File: config.mk
export PLATFORM = sky130hd
export DESIGN_NAME = dcache_ctrl
export DESIGN_NICKNAME = d
export VERILOG_FILES = /design/src/rtl/dcache_ctrl.sv
export SDC_FILE = /design/constraint.sdc
export NUM_CORES = 1
export LEC_CHECK = 0
export ABC_CLOCK_PERIOD_IN_PS = 1910
export BUFFER_PORTS_ARGS = -buffer_cell sky130_fd_sc_hd__buf_2
export CORE_AREA = 2 2 179 181
export DETAILED_ROUTE_END_ITERATION = 12
export DIE_AREA = 0 0 181 183
export PLACE_DENSITY = 0.6
export SLEW_MARGIN = 20
export SYNTH_ARGS = -nofsm -noshare
export SYNTH_HDL_FRONTEND = slang
export SYNTH_SLANG_ARGS = --single-unit
File: constraint.sdc
create_clock -name clock -period 1.91 [get_ports clock]
set_input_delay 0.0955 -clock clock [delete_from_list [all_inputs] [get_ports clock]]
set_output_delay 0.0955 -clock clock [all_outputs]
set_load 0.03 [all_outputs]
File: src/rtl/dcache_ctrl.sv
// Data-cache controller: two-way set-associative, 16 sets, one 64-bit word per line.
// Define DCACHE_WB_EN for write-back/write-allocate; the default build is write-through.
module dcache_ctrl (
  input  logic        clock,
  input  logic        reset,
  input  logic [1:0]  proc2dcache_command,
  input  logic [15:0] proc2dcache_addr,
  input  logic [63:0] proc2dcache_data,
  output logic [63:0] dcache2proc_data,
  output logic        dcache2proc_valid,
  output logic        dcache2proc_stall,
  output logic [3:0]  cache_index,
  output logic [8:0]  cache_tag,
  output logic [63:0] cache_wr_data,
  output logic        cache_wr_en,
  output logic        cache_write_back,
  output logic        cache_write_back_way,
  input  logic        cache_hit_way0,
  input  logic        cache_hit_way1,
  input  logic        cache_lru,
  input  logic [63:0] cache_rd_data,
  input  logic [8:0]  cache_tag_out,
  output logic [1:0]  proc2mem_command,
  output logic [15:0] proc2mem_addr,
  output logic [63:0] proc2mem_data,
  input  logic [3:0]  mem2proc_response,
  input  logic [3:0]  mem2proc_tag,
  input  logic [63:0] mem2proc_data
);

  localparam logic [1:0] CMD_NONE  = 2'd0;
  localparam logic [1:0] CMD_LOAD  = 2'd1;
  localparam logic [1:0] CMD_STORE = 2'd2;

  localparam logic [2:0] IDLE      = 3'd0;
  localparam logic [2:0] WB_REQ    = 3'd1;
  localparam logic [2:0] MISS_REQ  = 3'd2;
  localparam logic [2:0] MISS_WAIT = 3'd3;
`ifndef DCACHE_WB_EN
  localparam logic [2:0] WT_STORE  = 3'd4;
`endif

  logic [2:0]  state, state_n;
  logic [12:0] req_line;
  logic        victim;
  logic [3:0]  pend_tag;
  logic        capture, latch_pend;
  logic        is_load, is_store, hit, way_sel;
  logic [8:0]  req_tag;
  logic [3:0]  req_idx;
  logic        unused_bits;

`ifdef DCACHE_WB_EN
  logic [1:0][15:0] dirty;
  logic             set_dirty, clr_dirty, victim_dirty;
  assign victim_dirty = dirty[cache_lru][proc2dcache_addr[6:3]];
`else
  logic [63:0]      req_data;
`endif

  assign is_load     = (proc2dcache_command == CMD_LOAD);
  assign is_store    = (proc2dcache_command == CMD_STORE);
  assign hit         = cache_hit_way0 | cache_hit_way1;
  // A double hit resolves to way 0.
  assign way_sel     = hit ? ~cache_hit_way0 : cache_lru;
  assign req_tag     = req_line[12:4];
  assign req_idx     = req_line[3:0];
  assign unused_bits = ^{proc2dcache_addr[2:0], cache_tag_out};

  always_comb begin
    state_n              = state;
    capture              = 1'b0;
    latch_pend           = 1'b0;
    dcache2proc_data     = '0;
    dcache2proc_valid    = 1'b0;
    dcache2proc_stall    = 1'b0;
    cache_index          = '0;
    cache_tag            = '0;
    cache_wr_data        = '0;
    cache_wr_en          = 1'b0;
    cache_write_back     = 1'b0;
    cache_write_back_way = 1'b0;
    proc2mem_command     = CMD_NONE;
    proc2mem_addr        = '0;
    proc2mem_data        = '0;
`ifdef DCACHE_WB_EN
    set_dirty            = 1'b0;
    clr_dirty            = 1'b0;
`endif
    if (!reset) begin
      if (state != IDLE) begin
        cache_index          = req_idx;
        cache_tag            = req_tag;
        cache_write_back_way = victim;
        dcache2proc_stall    = 1'b1;
      end
      case (state)
        IDLE: begin
          cache_index = proc2dcache_addr[6:3];
          cache_tag   = proc2dcache_addr[15:7];
          if (is_load || is_store) begin
            cache_write_back_way = way_sel;
            if (hit && is_load) begin
              dcache2proc_valid = 1'b1;
              dcache2proc_data  = cache_rd_data;
            end
`ifdef DCACHE_WB_EN
            else if (hit) begin
              cache_wr_en       = 1'b1;
              cache_wr_data     = proc2dcache_data;
              dcache2proc_valid = 1'b1;
              set_dirty         = 1'b1;
            end else begin
              dcache2proc_stall = 1'b1;
              capture           = 1'b1;
              if (victim_dirty)
                state_n = WB_REQ;
              else if (is_load)
                state_n = MISS_REQ;
              else begin
                // Full-word store allocates without a fetch.
                cache_wr_en       = 1'b1;
                cache_wr_data     = proc2dcache_data;
                dcache2proc_valid = 1'b1;
                set_dirty         = 1'b1;
              end
            end
`else
            else begin
              dcache2proc_stall = 1'b1;
              capture           = 1'b1;
              if (is_load)
                state_n = MISS_REQ;
              else begin
                cache_wr_en   = 1'b1;
                cache_wr_data = proc2dcache_data;
                state_n       = WT_STORE;
              end
            end
`endif
          end
        end
`ifdef DCACHE_WB_EN
        WB_REQ: begin
          cache_write_back = 1'b1;
          proc2mem_command = CMD_STORE;
          proc2mem_addr    = {cache_tag_out, req_idx, 3'b000};
          proc2mem_data    = cache_rd_data;
          if (mem2proc_response != 4'd0) begin
            clr_dirty = 1'b1;
            state_n   = IDLE;
          end
        end
`endif
        MISS_REQ: begin
          proc2mem_command = CMD_LOAD;
          proc2mem_addr    = {req_tag, req_idx, 3'b000};
          if (mem2proc_response != 4'd0) begin
            latch_pend = 1'b1;
            state_n    = MISS_WAIT;
          end
        end
        MISS_WAIT: begin
          if (mem2proc_tag != 4'd0 && mem2proc_tag == pend_tag) begin
            cache_wr_en       = 1'b1;
            cache_wr_data     = mem2proc_data;
            dcache2proc_valid = 1'b1;
            dcache2proc_data  = mem2proc_data;
`ifdef DCACHE_WB_EN
            clr_dirty         = 1'b1;
`endif
            state_n           = IDLE;
          end
        end
`ifndef DCACHE_WB_EN
        WT_STORE: begin
          proc2mem_command = CMD_STORE;
          proc2mem_addr    = {req_tag, req_idx, 3'b000};
          proc2mem_data    = req_data;
          if (mem2proc_response != 4'd0) begin
            dcache2proc_valid = 1'b1;
            state_n           = IDLE;
          end
        end
`endif
        default: state_n = IDLE;
      endcase
    end
  end

  always_ff @(posedge clock) begin
    if (reset) begin
      state    <= IDLE;
      req_line <= '0;
      victim   <= 1'b0;
      pend_tag <= '0;
`ifdef DCACHE_WB_EN
      dirty    <= '0;
`else
      req_data <= '0;
`endif
    end else begin
      state <= state_n;
      if (capture) begin
        req_line <= proc2dcache_addr[15:3];
        victim   <= way_sel;
`ifndef DCACHE_WB_EN
        req_data <= proc2dcache_data;
`endif
      end
      if (latch_pend)
        pend_tag <= mem2proc_response;
`ifdef DCACHE_WB_EN
      if (set_dirty)
        dirty[way_sel][proc2dcache_addr[6:3]] <= 1'b1;
      if (clr_dirty)
        dirty[victim][req_idx] <= 1'b0;
`endif
    end
  end

endmodule

==> flow_summary.json, run 1 <==
{
  "wl_met1_um": 16800,
  "io_pins": 460,
  "crit_start": "state[2]",
  "grt_remaining_overflow": 0,
  "crit_chain": "buf_4 -> or3_4 -> nor3_4 -> buf_12 -> clkbuf_16 -> o2bb2ai_1 -> buf_4",
  "path_delay_family": "buffers and inverters",
  "die_h_um": 183,
  "root_buffer": "clkbuf_16",
  "drv_slew": 0,
  "end_kind": "output pin",
  "holdWs_ps": 13.9,
  "yosys-top-cells-count": "nor2b_1, nand4_1, dfxtp_1",
  "skew_ps": 11.5,
  "drt_wl_total_um": 41500,
  "yosysTopAreaCell": "dfxtp_1",
  "port_buffers": 443,
  "critPathLaunchType": "register",
  "clk_latency_ps": 360,
  "cpMostUsedCell": "buf_4",
  "top_layer_used": "met4",
  "core-area_mm2": 0.0312,
  "syn_inst": 804,
  "grt_pass1_wl_um": 51800,
  "synth_flop_cell": "dfxtp_1",
  "setup_violations": 253,
  "violations": "negative setup slack",
  "grt_pass1_vias": 8522,
  "finalWorstSetupSlack_ps": -255,
  "wl_per_cell_um": 23.6,
  "drt_iter0_markers": 602,
  "yosys-top-cells-area": "dfxtp_1, nor2b_1, mux2_2",
  "ir_worst_vdd_v": 0.000458,
  "die_w_um": 181,
  "drtPass1Iterations": 7,
  "n_fill_cell": 2899,
  "clock-sinks": 85,
  "synth_seq_cells": 85,
  "grtUsageTotal_pct": 20.4,
  "slowest_stage": "dfxtp_4",
  "period_share_pct": 113,
  "min_from": "proc2dcache_data[7]",
  "final_nets": 1587,
  "worstPathMaxFanout": 8,
  "vias": 9121,
  "regArea_mm2": 0.00171,
  "synth_top_area_share_pct": 26.2,
  "cts_buffer_depth": 2,
  "cp_num_buf_inv": 4,
  "num_antenna_cells": 0,
  "synth_most_common_cell": "nor2b_1",
  "avgViaCountPerCell": 5.18,
  "fmax_ghz": 0.462,
  "critPathKind": "reg -> out",
  "cp-endpoint": "cache_wr_data[1]",
  "p_per_area_mw_per_mm2": 456,
  "row_count": 65,
  "ys_async_sr_fraction_pct": 0,
  "leakagePower_nw": 6.87,
  "fin_crit_ps": 2160,
  "met2_length_um": 20300,
  "dp_slack_ps": -161,
  "hold_class": "in -> reg",
  "drtAntennaViolNets": 0,
  "ys_warn_count": 0,
  "drive_above_1_share_pct": 59.7,
  "cts_tree": "yes",
  "route.met3.wl_um": 2790,
  "r2r_setup_slack_ps": -40,
  "worst_pin_slew_ps": 572,
  "r2r_end": "req_data[38]",
  "cp_num_cells": 7,
  "power_mw": 6.41,
  "htree_levels": 3,
  "cts-buffers-inserted": 9,
  "dp_hpwl_um": 24000,
  "status": "complete, but fails checks",
  "gp_congestion": 0.844,
  "worstRegToRegCells": 5,
  "drc": 0,
  "maxCapViolations": 0,
  "grt_antenna_before_repair": 0,
  "path_clk_slew_ps": 80,
  "tns_ps": -33180,
  "final_core_util_pct": 45.0,
  "regToRegStartpoint": "state[2]",
  "die-area_mm2": 0.0331,
  "synth_edf_count": 0,
  "start_util_pct": 20.8,
  "grt_setup_unrepaired": "yes",
  "max_stage_delay_ps": 360,
  "hold_viol_final": 0,
  "relSlewSlack_pct": 61.8,
  "syn_to_final_growth_pct": 117,
  "seq_area_frac_synth_pct": 26.2,
  "cp.arrival_ps": 2070,
  "grt_max_degree": 45,
  "syn_area_per_cell_um2": 8.07,
  "cp.required_ps": 1810,
  "multi_input_area_mm2": 0.00569,
  "synth_cell_types": 43,
  "synth_area_mm2": 0.00649
}
==> worst register-to-register path: cells and delay by family, from the launching register on <==
family,cells,cell delay [ps]
mux,1,380
flops,1,360
simple gates,2,770
buf+inv,2,340
==> area by class of cell <==
type,count,area share (%)
clock buffer,9,1.60
clock inverter,7,0.569
inverter,67,1.79
multi-input combinational,557,40.5
sequential,85,12.2
tap,402,3.58
timing repair buffer,633,39.8
==> cell usage in the layout, fill, tap and decap left out, types with 3 or more instances in the layout <==
cell             n
nor2_1           3
nor3_4           3
o22ai_4         10
buf_8            4
o22ai_1          3
and2_1          14
buf_16           7
nand2b_1         4
buf_4           90
nand4_1         98
nor2b_2          4
o2bb2ai_4       17
dfxtp_1         81
nand2_1         27
dlygate4sd3_1   69
inv_6            3
buf_12          28
buf_6          130
clkbuf_16       29
o41ai_2          9
o41ai_4         25
conb_1           4
dfxtp_4          3
or3_4            3
a21oi_1         14
o2bb2ai_2       38
nor2b_4          7
mux2_4          19
o2bb2ai_1        8
nor2b_1        130
o22ai_2         18
buf_2          284
mux2_2          58
inv_1           67
==> per-stage QoR <==
step,std cells,cell area (µm²)
global route,1760,14100
finish,1760,14100
global placement,1613,10100
floorplan,807,7070
CTS,1722,12300
detailed placement,1613,10100
==> per-layer routing <==
metal / vias to the layer above / global-route usage [%]
met5: - / 0
met4: 0 / 7.74
met3: 116 / 3.06
met2: 532 / 35.6
met1: 4435 / 25.4
li1: 4038 / -
==> what timing repair did <==
action                                  CTS  global route
hold buffers                             68             1
pin swaps                                33            38
hold endpoints to repair                 68             1
cloned                                    7            24
gates resized for setup                 262           218
endpoints found under the setup margin  212           284
buffers inserted                         18            15
==> power breakdown <==
group | internal (mW) | leakage [nW] | total [mW] | switching [mW]
clock | 1.03 | 0.143 | 1.94 | 0.907
sequential | 1.93 | 0.702 | 1.98 | 0.0488
combinational | 1.18 | 6.02 | 2.49 | 1.31
total | 4.15 | 6.87 | 6.41 | 2.26
==> cell families (layout without fill, tap and decap cells) <==
| group | count (synthesis) | in the layout | share of synthesized area, % |
|---|---|---|---|
| flip-flops | 85 | 85 | 26.2 |
| AO/OA/AOI/OAI | 156 | 156 | 18.9 |
| XOR/XNOR | 5 | 5 | 0.675 |
| AND/OR/NAND/NOR | 312 | 312 | 28.8 |
| other | 1 | 4 | 0.0578 |
| multiplexers | 78 | 78 | 14.6 |
| buffers and inverters | 165 | 716 | 10.4 |
| adder cells (fa/ha/maj) | 2 | 2 | 0.386 |
==> state kept, by name, indices dropped and copies added (netlist names) <==
register,flops
req_data,64
victim,1
req_line,13
pend_tag,4
state,3
==> how the worst min path moves through the flow <==
stage                   end  cells past startpoint
2_1_floorplan   pend_tag[0]                      2
3_3_place_gp   req_data[38]                      2
3_5_place_dp    req_line[7]                      2
4_1_cts        req_data[40]                      2
5_1_grt         req_data[7]                      2
6_report        req_data[7]                      2
(Power assumes the default switching activity.)
==> run 2, diff against run 1 <==
ABC_CLOCK_PERIOD_IN_PS = 2800   (was 1910)
CORE_AREA = 2 2 180 182   (was 2 2 179 181)
DIE_AREA = 0 0 182 184   (was 0 0 181 183)
PLACE_DENSITY = 0.58   (was 0.6)
clock period = 2.8 ns   (was 1.91 ns; I/O delays follow)
==> run 2 against run 1 <==
- the run now ends clean
- global-route usage fell by 2.3 points
- power decreased by 40%
- sequential power down 32%
- hold slack improved by 18 ps
- worst setup slack improved by 540 ps
- clock power is 32% lower
- core utilization decreased by 15 points
- wire length shrank 21%
- first-iteration DRC count shrank 11%
- critical path type unchanged
==> flow_summary.json, run 2 (synthesis gave the netlist of run 1 again) <==
{
  "cp.arrival_ps": 2370,
  "place_inst": 1580,
  "worstPathMaxFanout": 23,
  "drtAntennaViolNets": 0,
  "final_nets": 1423,
  "drive_above_1_share_pct": 48.3,
  "vias": 7947,
  "p_per_area_mw_per_mm2": 406,
  "cts_hold_buf": 0,
  "fmax_ghz": 0.398,
  "hold_class": "in -> reg",
  "grt_setup_unrepaired": "no",
  "root_buffer": "clkbuf_16",
  "maxCapViolations": 0,
  "leakagePower_nw": 4.65,
  "path_clk_slew_ps": 70,
  "relSlewSlack_pct": 51.0,
  "clock-sinks": 85,
  "period_share_pct": 89.8,
  "cts_tree": "yes",
  "num_antenna_cells": 0,
  "core-area_mm2": 0.0314,
  "grt_pass1_vias": 7342,
  "dp_hpwl_um": 24300,
  "port_buffers": 443,
  "n_fill_cell": 3385,
  "skew_ps": 8.16,
  "largest_register_ff_count": 64,
  "grt_remaining_overflow": 0,
  "avgViaCountPerCell": 4.98,
  "grt_antenna_before_repair": 4,
  "die-area_mm2": 0.0335,
  "syn_to_final_growth_pct": 45.0,
  "ir_worst_vdd_v": 0.000276,
  "hold_viol_final": 0,
  "cts_buffer_depth": 2,
  "fin_crit_ps": 2510,
  "drtPass1Iterations": 5,
  "die_h_um": 184,
  "drv_slew": 0,
  "final_core_util_pct": 30.0,
  "drt_wl_total_um": 32800,
  "row_count": 65,
  "clk_latency_ps": 350,
  "cp.required_ps": 2660,
  "grt_max_degree": 79,
  "drt_iter0_markers": 536,
  "end_kind": "output pin",
  "top_regs": "req_data: 64 flops, req_line: 13 flops, pend_tag: 4 flops",
  "mostFrequentLayoutCells": "buf_2, nor2b_1, nand4_1, dfxtp_1, inv_1",
  "worst_pin_slew_ps": 734,
  "cts-buffers-inserted": 9,
  "gp_congestion": 0.841,
  "io_pins": 460,
  "wl_per_cell_um": 20.5,
  "die_w_um": 182,
  "instances_no_fill": 1596,
  "htree_levels": 3,
  "critPathKind": "reg -> out",
  "setup_violations": 0,
  "tns_ps": 0,
  "drc": 0,
  "largest-register": "req_data",
  "start_util_pct": 20.7,
  "r2r_setup_slack_ps": 750,
  "status": "completed",
  "power_mw": 3.82,
  "grt_pass1_wl_um": 46000,
  "grtUsageTotal_pct": 18.1,
  "critPathLaunchType": "register",
  "final_common_cell": "buf_2"
}
[run 2: cell types whose count changed in the layout (fill, tap and decap cells not counted), sizes merged]
cell         change
clkinvlp         -1
bufbuf           -1
inv              -2
dlygate4sd3     -69
clkbuf          -17
buf             -74
[run 2: path summary, 6_finish.rpt]
kind | to | cells after the start | startpoint
max reg2reg | req_data[35] | 4 | state[0]
min | req_data[49] | 2 | proc2dcache_data[49]
min reg2reg | victim | 2 | victim
max | dcache2proc_data[25] | 5 | state[1]
[run 2: power breakdown]
group	leakage (nW)	switching [mW]	internal, mW
Sequential	0.699	0.0342	1.32
Combinational	3.80	0.698	0.456
Clock	0.149	0.560	0.748
Total	4.65	1.29	2.52
[run 2: per-stage QoR]
stage | hold WS, ps | setup slack (ps) | area (µm²)
after global placement | 380 | 535 | 9090
after detailed placement | 385 | 491 | 9090
after CTS | 9.09 | 103 | 9410
after global routing | 13.5 | 195 | 9410
final | 32.3 | 285 | 9410
after floorplan | 270 | 385 | 6500
[run 2: layout make-up]
cell class | instances | area (µm²) | share of cell area [%]
Clock buffer | 12 | 256 | 2.73
Clock inverter | 4 | 55.1 | 0.585
Tap cell | 402 | 503 | 5.35
Inverter | 67 | 251 | 2.67
Timing Repair Buffer | 469 | 2460 | 26.2
Multi-Input combinational cell | 557 | 4170 | 44.4
Sequential cell | 85 | 1700 | 18.1
[run 2: per-layer routing]
metal / share of wire, % / up-vias / GRT usage, % / wire length, µm
met3: 6.3 / 47 / 2.89 / 2070
met4: 2.3 / 0 / 5.55 / 746
li1: - / 3681 / - / -
met5: 0 / - / 0 / 0
met2: 47 / 412 / 28.9 / 15400
met1: 44 / 3807 / 25.0 / 14500
[run 2: worst max-delay path: stages, from the launching register on]
cell	delay, ps
dfxtp_2	520
nor3b_2	330
buf_4	350
nand4_1	190
o22ai_1	330
buf_2	270
[run 2: what timing repair did]
| action | CTS | global route |
|---|---|---|
| setup endpoints to repair | 0 | 2 |
| buffers inserted | 0 | 0 |
| gates resized for setup | 0 | 1 |
==> run 3, diff against run 2 <==
--- a/config.mk
+++ b/config.mk
@@ -9,4 +9,5 @@
 export BUFFER_PORTS_ARGS = -buffer_cell sky130_fd_sc_hd__buf_2
 export CORE_AREA = 2 2 180 182
+export CTS_BUF_LIST = sky130_fd_sc_hd__clkbuf_16
 export DETAILED_ROUTE_END_ITERATION = 12
 export DIE_AREA = 0 0 182 184
==> constraint.sdc (replaced) <==
create_clock -name clock -period 2.8 [get_ports clock]
set_input_delay 0.14 -clock clock [delete_from_list [all_inputs] [get_ports clock]]
set_output_delay 0.14 -clock clock [all_outputs]
set_load 0.005 [all_outputs]
==> run 3 against run 2 <==
- sequential cell count unchanged
- largest power group unchanged
- largest cell class unchanged
- critical endpoint unchanged
- core utilization is 0.23 points higher
- power decreased by 4.2%
- highest routed layer is now met5
- critical path type unchanged
- design area rose by 0.76%
==> flow_summary.json, run 3 (synthesis gave the netlist of run 1 again) <==
{
  "largest-register": "req_data",
  "die_w_um": 182,
  "grt_antenna_before_repair": 5,
  "status": "completed",
  "root_buffer": "clkbuf_16",
  "mostFrequentLayoutCells": "buf_2, nor2b_1, nand4_1, dfxtp_1, inv_1",
  "critPathKind": "reg -> out",
  "final_nets": 1425,
  "die-area_mm2": 0.0335,
  "drv_slew": 0,
  "drt_iter0_markers": 607,
  "gp_congestion": 0.868,
  "io_pins": 460,
  "maxCapViolations": 0,
  "multi_input_area_mm2": 0.00417,
  "min_to": "req_data[39]",
  "tns_ps": 0,
  "min_path_cells": 2,
  "worst_pin_slew_ps": 789,
  "postCtsSetupRepairBufs": 0,
  "cts_tree": "yes",
  "p_per_area_mw_per_mm2": 386,
  "final_common_cell": "buf_2",
  "cts-buffers-inserted": 9,
  "grtUsageTotal_pct": 17.9,
  "period_share_pct": 92.7,
  "row_count": 65,
  "ir_worst_vdd_v": 0.000289,
  "worstPathMaxFanout": 37,
  "min_from": "proc2dcache_data[39]",
  "die_h_um": 184,
  "n_fill_cell": 3412,
  "cts-resized-gates": 0,
  "largest_register_ff_count": 64,
  "top_regs": "req_data: 64 flops, req_line: 13 flops, pend_tag: 4 flops",
  "finalWorstSetupSlack_ps": 205,
  "vias": 7967,
  "port_buffers": 443,
  "drtPass1Iterations": 5,
  "fmax_ghz": 0.385,
  "cp.required_ps": 2660,
  "start_util_pct": 20.7,
  "cts_hold_buf": 0,
  "htree_levels": 3,
  "r2r_setup_slack_ps": 710,
  "worstRegToRegCells": 4,
  "grt_pass1_wl_um": 45200,
  "setup_violations": 0,
  "cts_buffer_depth": 2,
  "core-area_mm2": 0.0314,
  "drive_above_1_share_pct": 48.2,
  "avgViaCountPerCell": 4.98,
  "power_mw": 3.66,
  "drc": 0,
  "cp.arrival_ps": 2460,
  "regToRegStartpoint": "pend_tag[0]",
  "critPathLaunchType": "register",
  "drt_wl_total_um": 32500,
  "hold_viol_final": 0,
  "clk_latency_ps": 350,
  "grt_max_degree": 79,
  "hold_class": "in -> reg",
  "holdWs_ps": 34.1,
  "wl_per_cell_um": 20.4,
  "skew_ps": 8.86,
  "path_clk_slew_ps": 70,
  "clock-sinks": 85,
  "syn_to_final_growth_pct": 46.1,
  "grt_pass1_vias": 7193,
  "grt_remaining_overflow": 0,
  "r2r_end": "state[1]",
  "end_kind": "output pin",
  "drtAntennaViolNets": 0,
  "grt_setup_unrepaired": "no",
  "dp_hpwl_um": 24400,
  "leakagePower_nw": 4.67,
  "relSlewSlack_pct": 47.3,
  "fin_crit_ps": 2600,
  "regArea_mm2": 0.00170,
  "dp_slack_ps": 579
}
run 3: changes by cell type in the layout (fill, tap and decap cells not counted), sizes merged:
cell      previous run  this run
buf                469       471
clkinvlp             1         2
diode                0         1
clkinv               1         2
clkbuf              12         9
bufinv               1         2
run 3: layout make-up:
| cell class | instances | share of cell area [%] |
|---|---|---|
| Clock buffer | 9 | 2.38 |
| Sequential cell | 85 | 18.0 |
| Multi-Input combinational cell | 557 | 44.0 |
| Tap cell | 402 | 5.31 |
| Timing Repair Buffer | 471 | 26.7 |
| Clock inverter | 7 | 0.964 |
| Antenna cell | 1 | 0.0264 |
| Inverter | 67 | 2.65 |
run 3: power by group:
group | leakage, nW | internal, mW | total [mW] | switching [mW]
registers | 0.699 | 1.32 | 1.35 | 0.0327
logic | 3.83 | 0.461 | 0.979 | 0.518
clock network | 0.150 | 0.779 | 1.32 | 0.545
total | 4.67 | 2.56 | 3.66 | 1.10
run 3: per-layer routing:
| metal | part of all wire [%] | vias up | track usage, % | wire length (µm) |
|---|---|---|---|---|
| met2 | 46 | 439 | 28.4 | 15100 |
| met3 | 7.5 | 66 | 3.88 | 2450 |
| met4 | 3.0 | 4 | 6.52 | 972 |
| met5 | 0.077 | - | 0 | 25 |
| met1 | 43 | 3771 | 23.9 | 14000 |
| li1 | - | 3687 | - | - |
run 3: through the flow:
step,std cells,instance area (µm²),utilization (%)
2_1_floorplan,807,6500,-
3_3_place_gp,1582,9160,29.2
3_5_place_dp,1582,9160,29.2
4_1_cts,1598,9480,30.2
5_1_grt,1599,9480,30.2
6_report,1599,9480,30.2
run 3: how the worst max path moves through the flow:
stage                                 from              endpoint  slack (ps)  depth (start not counted)
finish                            state[1]  dcache2proc_data[25]         200                          5
CTS                               state[1]  dcache2proc_data[25]         210                          5
detailed placement  proc2dcache_command[0]  dcache2proc_data[48]         580                          8
global placement    proc2dcache_command[0]  dcache2proc_data[48]         570                          8
global route                      state[1]  dcache2proc_data[25]          50                          5
floorplan                         state[2]           req_data[0]         830                          7
run 3: critical path, cell delays in order (launching register included):
cell,delay (ps)
dfxtp_1,650
nor3b_2,450
buf_12,250
nand4_1,170
o22ai_1,340
buf_2,190
